## config.mk

```make
export PLATFORM = sky130hd
export DESIGN_NAME = ecc_scalar_ctrl
export DESIGN_NICKNAME = d
export VERILOG_FILES = /design/src/rtl/ecc_scalar_ctrl.sv
export SDC_FILE = /design/constraint.sdc
export NUM_CORES = 1
export LEC_CHECK = 0
export CORE_AREA = 2 2 68 70
export DETAILED_ROUTE_END_ITERATION = 10
export DIE_AREA = 0 0 70 72
export GPL_TIMING_DRIVEN = 0
export PLACE_DENSITY_LB_ADDON = 0.15
export SYNTH_ARGS = -nofsm -noshare
export SYNTH_HDL_FRONTEND = slang
export SYNTH_SLANG_ARGS = --single-unit
export TNS_END_PERCENT = 10
```

## constraint.sdc

```tcl
create_clock -name i_clk -period 2.4 [get_ports i_clk]
set_input_delay 0.24 -clock i_clk [delete_from_list [all_inputs] [get_ports i_clk]]
set_output_delay 0.24 -clock i_clk [all_outputs]
set_load 0.02 [all_outputs]
```

## src/rtl/ecc_scalar_ctrl.sv

```systemverilog
// ecc_scalar_ctrl
// Double-and-add sequencer for ECC scalar multiplication. It walks the scalar
// MSB-first and keeps the accumulator point R together with its
// point-at-infinity flag. Each double or add is handed to an external
// point-arithmetic unit through a start/done handshake.
// A double or add on an infinite R is never sent to the unit: doubling
// infinity is skipped, and adding P to infinity simply loads R with P.
module ecc_scalar_ctrl #(
    parameter int WIDTH = 4,
    parameter int KBITS = 4
) (
    input  logic             i_clk,
    input  logic             i_rst,
    input  logic             i_start,
    input  logic [KBITS-1:0] k,
    input  logic [WIDTH-1:0] Px,
    input  logic [WIDTH-1:0] Py,
    output logic             op_start,
    output logic             op_dbl,
    output logic [WIDTH-1:0] op_x1,
    output logic [WIDTH-1:0] op_y1,
    output logic [WIDTH-1:0] op_x2,
    output logic [WIDTH-1:0] op_y2,
    input  logic             op_done,
    input  logic [WIDTH-1:0] op_x,
    input  logic [WIDTH-1:0] op_y,
    input  logic             op_inf,
    output logic [WIDTH-1:0] kPx,
    output logic [WIDTH-1:0] kPy,
    output logic             kP_inf,
    output logic             busy,
    output logic             done
);

    // state    | meaning
    // IDLE     | waiting for i_start; operands are latched on acceptance
    // DBL      | double step for the current bit; skipped while R is infinity
    // DBL_WAIT | double outstanding; R is captured on op_done
    // ADD      | add step; runs only when the current scalar bit is 1
    // ADD_WAIT | add outstanding; R is captured on op_done
    // NEXT     | move to the next lower bit, or finish after bit 0
    // DONE     | one-cycle completion pulse; kP is already visible
    localparam logic [2:0] S_IDLE     = 3'd0;
    localparam logic [2:0] S_DBL      = 3'd1;
    localparam logic [2:0] S_DBL_WAIT = 3'd2;
    localparam logic [2:0] S_ADD      = 3'd3;
    localparam logic [2:0] S_ADD_WAIT = 3'd4;
    localparam logic [2:0] S_NEXT     = 3'd5;
    localparam logic [2:0] S_DONE     = 3'd6;

    localparam int              IDXW    = (KBITS > 1) ? $clog2(KBITS) : 1;
    localparam logic [IDXW-1:0] IDX_TOP = IDXW'(KBITS - 1);

    logic [2:0]       state;
    logic [KBITS-1:0] ks;
    logic [WIDTH-1:0] ps_x;
    logic [WIDTH-1:0] ps_y;
    logic [WIDTH-1:0] r_x;
    logic [WIDTH-1:0] r_y;
    logic             r_inf;
    logic [IDXW-1:0]  idx;
    logic [WIDTH-1:0] kp_x;
    logic [WIDTH-1:0] kp_y;
    logic             kp_inf;
    logic             bit_set;

    assign bit_set = ks[idx];

    // Moore outputs: an operation is issued only on the first cycle of DBL/ADD,
    // and only when R is a finite point.
    assign op_start = ~r_inf & ((state == S_DBL) | ((state == S_ADD) & bit_set));
    assign op_dbl   = (state == S_DBL);
    assign op_x1    = r_x;
    assign op_y1    = r_y;
    assign op_x2    = ps_x;
    assign op_y2    = ps_y;
    assign kPx      = kp_x;
    assign kPy      = kp_y;
    assign kP_inf   = kp_inf;
    assign busy     = (state != S_IDLE);
    assign done     = (state == S_DONE);

    // Sequencer state, latched operands, accumulator and result registers.
    always_ff @(posedge i_clk) begin
        if (i_rst) begin
            state  <= S_IDLE;
            ks     <= '0;
            ps_x   <= '0;
            ps_y   <= '0;
            r_x    <= '0;
            r_y    <= '0;
            r_inf  <= 1'b1;
            idx    <= IDX_TOP;
            kp_x   <= '0;
            kp_y   <= '0;
            kp_inf <= 1'b0;
        end else begin
            case (state)
                S_IDLE: begin
                    if (i_start) begin
                        ks    <= k;
                        ps_x  <= Px;
                        ps_y  <= Py;
                        r_inf <= 1'b1;
                        idx   <= IDX_TOP;
                        state <= S_DBL;
                    end
                end
                S_DBL: begin
                    state <= r_inf ? S_ADD : S_DBL_WAIT;
                end
                S_DBL_WAIT: begin
                    if (op_done) begin
                        r_x   <= op_x;
                        r_y   <= op_y;
                        r_inf <= op_inf;
                        state <= S_ADD;
                    end
                end
                S_ADD: begin
                    if (!bit_set) begin
                        state <= S_NEXT;
                    end else if (r_inf) begin
                        r_x   <= ps_x;
                        r_y   <= ps_y;
                        r_inf <= 1'b0;
                        state <= S_NEXT;
                    end else begin
                        state <= S_ADD_WAIT;
                    end
                end
                S_ADD_WAIT: begin
                    if (op_done) begin
                        r_x   <= op_x;
                        r_y   <= op_y;
                        r_inf <= op_inf;
                        state <= S_NEXT;
                    end
                end
                S_NEXT: begin
                    if (idx == '0) begin
                        // Result is loaded on entry so it is already valid
                        // during the done pulse.
                        kp_x   <= r_inf ? '0 : r_x;
                        kp_y   <= r_inf ? '0 : r_y;
                        kp_inf <= r_inf;
                        state  <= S_DONE;
                    end else begin
                        idx   <= idx - IDXW'(1);
                        state <= S_DBL;
                    end
                end
                S_DONE: begin
                    state <= S_IDLE;
                end
                default: begin
                    state <= S_IDLE;
                end
            endcase
        end
    end

endmodule

```

==> key figures, run 1 <==
Status
  • Outcome: finished clean

Clocking
  • # Post-CTS Setup Buffers: 0
  • Clock Sink Count: 35
  • Post_cts resized: 0
  • Worst-Skew Late Latency: about 0.28 ns
  • Clk pin slew, worst setup/hold paths: ~0.070 ns
  • Root buffer cell: clkbuf_8
  • CTS HTree Levels: 2
  • CTS Buf Count: 5
  • CTS tree: yes
  • Count of hold buffers inserted by post-cts repair: 0
  • Clk buf depth: 2

Synthesis
  • Sequential-to-total area share from yosys stat: 42.5%
  • Avg Cell Area, Syn: 8.63 um2
  • Unique masters post-synth: 34
  • Yosys reg bits: 35
  • Cells after synthesis: approximately 190
  • Syn nets: 217
  • Mapped Area: between 1500 and 2000 um2
  • YS warnings: 0

Setup path
  • CP max stage cell: clkdlybuf4s50_1
  • Slowest stage delay, CP: between 0.6 and 0.7 ns
  • Critical Path RT: around 2.2 ns
  • Crit path max fanout: 4
  • Crit path from: idx[0]
  • Critical Path AT: approximately 2.1 ns
  • Setup crit start kind: flip-flop
  • Element type at the critical path end: output pin
  • Critical path class: flip-flop to output pin
  • Slack of the worst reg-to-reg path: 0.53 ns
  • Reg2Reg Launch Point: idx[0]
  • CP Cell Sequence: mux4_2, and2b_2, nor4_1, clkdlybuf4s50_1
  • Reg-to-reg endpoint: op_x1[2]
  • Reg2Reg Depth: 5

Timing
  • Max-Slew Margin vs Limit: 49.0%
  • Max Slew Vio Count: 0
  • Final setup vio count: 0
  • Achievable Freq: 434 MHz
  • Worst-Margin Slew: roughly 0.75 ns
  • Tcrit/Tclk final: 96.1%
  • Final Hold Fails: 0
  • Total Neg Setup Slack: 0 ns
  • Min Clock Period, post-route: between 2 and 2.5 ns
  • RSZ-0062 raised after global routing: false
  • Clock skew: roughly 0.01 ns

Pwr
  • Pwr per Cell Area: between 900 and 1000 nW/um2
  • Peak supply drop: approximately 0.00039 V
  • LEAKAGE: between 0.0008 and 0.0009 uW

Floorplan
  • Die ar.: 5040 um2
  • Die width: ~70 um
  • Die height: approximately 70 um
  • Core ar.: 4260 um2
  • Io pins: 54
  • Starting density of the core: 38.7%
  • Row Count: 24

Final layout
  • Final Non-Filler Cells: approximately 300
  • Layout Nets: 276
  • # diodes: 0
  • Share of cells above drive strength 1: 13.5%
  • Synth-to-layout area growth: 41.8%
  • Final core utilization: between 50% and 60%

Placed design
  • Post-DP HPWL: just over 3 mm
  • RD Place Congestion: 0.802
  • Inst Count DP: 295
  • Port bufs: 52

Routing
  • DRT Wirelength: around 4.1 mm
  • Met3 routed WL: ~240 um
  • Post-route ant nets: 0
  • Residual DRC: 0
  • Met1 WL: between 1.5 and 2 mm
  • DR WL met2: about 1.9 mm
  • Uppermost layer routed: met4
  • Initial DRC count: 53
  • Vias: 1515
  • Wire per inst: 13.5 um
  • Vias per inst: 5.00
  • Pre-Repair DR Iteration Count: 4

Global routing
  • GRT Total Usage: between 10% and 20%
  • Number of global-route vias before repair: between 1000 and 1500
  • First-pass GRT wire length: around 7 mm
  • GR Overflow Total: 0
  • Initial antenna violation count: 0
  • Largest net degree at the start of global routing: 12

Worst hold path
  • Hold Startpoint: i_rst
  • Hold path endpoint: op_x1[2]
  • WHS Path Cells: 2
  • Worst min-delay path category: primary input to flip-flop

Run
  • MaxCap Viol Count: 0
where the power goes:
part / internal (uW) / total [uW] / switching, uW / leakage (uW)
clock network: 261 / 470 / 209 / 0.0000505
registers: 689 / 782 / 93.8 / 0.000285
logic: 464 / 1010 / 547 / 0.000482
total: 1410 / 2260 / 850 / 0.000817
registers in the layout, indices dropped and copies added, names as in the netlist:
register  flops
idx           2
kP_inf        1
kPx           4
kPy           4
ks            4
op_x1         4
op_x2         4
op_y1         4
op_y2         4
r_inf         1
state         3
worst max-delay path, delay by kind of cell (launching register included):
| family | cells | cell delay, ns |
|---|---|---|
| AND/OR/NAND/NOR | 2 | 0.42 |
| flip-flops | 1 | 0.34 |
| multiplexers | 1 | 0.37 |
| buffers and inverters | 1 | 0.66 |
metal layers:
metal | vias up | GRT usage [%]
met4 | 0 | 4.49
met2 | 46 | 27.1
li1 | 784 | -
met5 | - | 0
met1 | 680 | 23.6
met3 | 5 | 4.31
through the flow:
stage | hold WS (ns) | total power, uW | setup WS, ns | area (um2)
detailed placement | 0.446 | 1800 | 0.238 | 2230
global placement | 0.440 | 1800 | 0.228 | 2230
CTS | 0.170 | 2280 | 0.0587 | 2340
floorplan | 0.376 | 1450 | 0.637 | 1650
global route | 0.171 | 2410 | 0.0218 | 2340
finish | 0.179 | 2260 | 0.0947 | 2340
Yosys cell counts (all sizes together):
cell     n  area [um2]
nand2   36         135
buf      2        16.3
clkbuf  10        68.8
o22a     1        8.76
o21ai    4        20.0
nor2     3        11.3
and2     1        8.76
nor4b    1        8.76
a21oi   40         204
nor2b    1        6.26
and2b    1        8.76
and3     1        6.26
nor4     1        6.26
nand3    9        45.0
nand2b   2        12.5
inv      5        18.8
clkinv   1        3.75
dfxtp   35         701
ha       1        12.5
mux2i    9        90.1
mux4     1        22.5
xnor2    1        8.76
or3b     1        8.76
or3      1        11.3
o21bai   2        15.0
a211oi   8         100
a221o    1        10.0
or2      4        25.0
nor3     6        30.0
and4bb   2        25.0
area by class of cell:
type	instances	area (um2)
Multi-Input combinational cell	138	841
Inverter	6	22.5
Sequential cell	35	701
Clock inverter	1	7.51
Timing Repair Buffer	52	520
Clock buffer	7	96.3
Buffer	12	85.1
Tap cell	52	65.1
Fill cell	431	1930
how the worst max path moves through the flow:
stage | to | slack [ns] | cells after the start
floorplan | op_x1[0] | 0.64 | 5
global placement | ks[2] | 0.23 | 5
detailed placement | ks[3] | 0.24 | 5
CTS | op_start | 0.06 | 4
global route | op_start | 0.02 | 4
finish | op_start | 0.09 | 4
cells in the final DEF (no fill, tap or decap), types with 2 or more instances in the layout:
cell / Yosys / routed
nor3_1: 6 / 6
nand3_1: 9 / 9
a211oi_2: 8 / 8
dfxtp_1: 35 / 35
clkbuf_1: 6 / 6
or2_2: 4 / 4
o21ai_0: 4 / 4
nand2_1: 36 / 36
nor2_1: 3 / 3
o21bai_1: 2 / 2
clkdlybuf4s50_1: 0 / 52
inv_1: 5 / 5
nand2b_1: 2 / 2
clkbuf_8: 3 / 10
a21oi_1: 39 / 39
and4bb_2: 2 / 2
mux2i_1: 9 / 9
cell families (layout without fill, tap and decap cells):
family	count (synthesis)	in the layout	share of synthesized area, %
simple gates	70	70	21.2
compound gates	56	56	21.7
flops	35	35	42.5
buf+inv	18	78	6.52
mux	10	10	6.83
fa+ha+maj	1	1	0.759
xor+xnor	1	1	0.531
Power figures use the tool's default switching activity.
==> run 2, diff against run 1 <==
--- a/config.mk
+++ b/config.mk
@@ -8,6 +8,7 @@
 export CORE_AREA = 2 2 68 70
 export DETAILED_ROUTE_END_ITERATION = 10
 export DIE_AREA = 0 0 70 72
+export GPL_ROUTABILITY_DRIVEN = 0
 export GPL_TIMING_DRIVEN = 0
 export PLACE_DENSITY_LB_ADDON = 0.15
 export SYNTH_ARGS = -nofsm -noshare
==> results of run 2 <==
The final DEF is identical to that of run 1; final timing and power are the same.
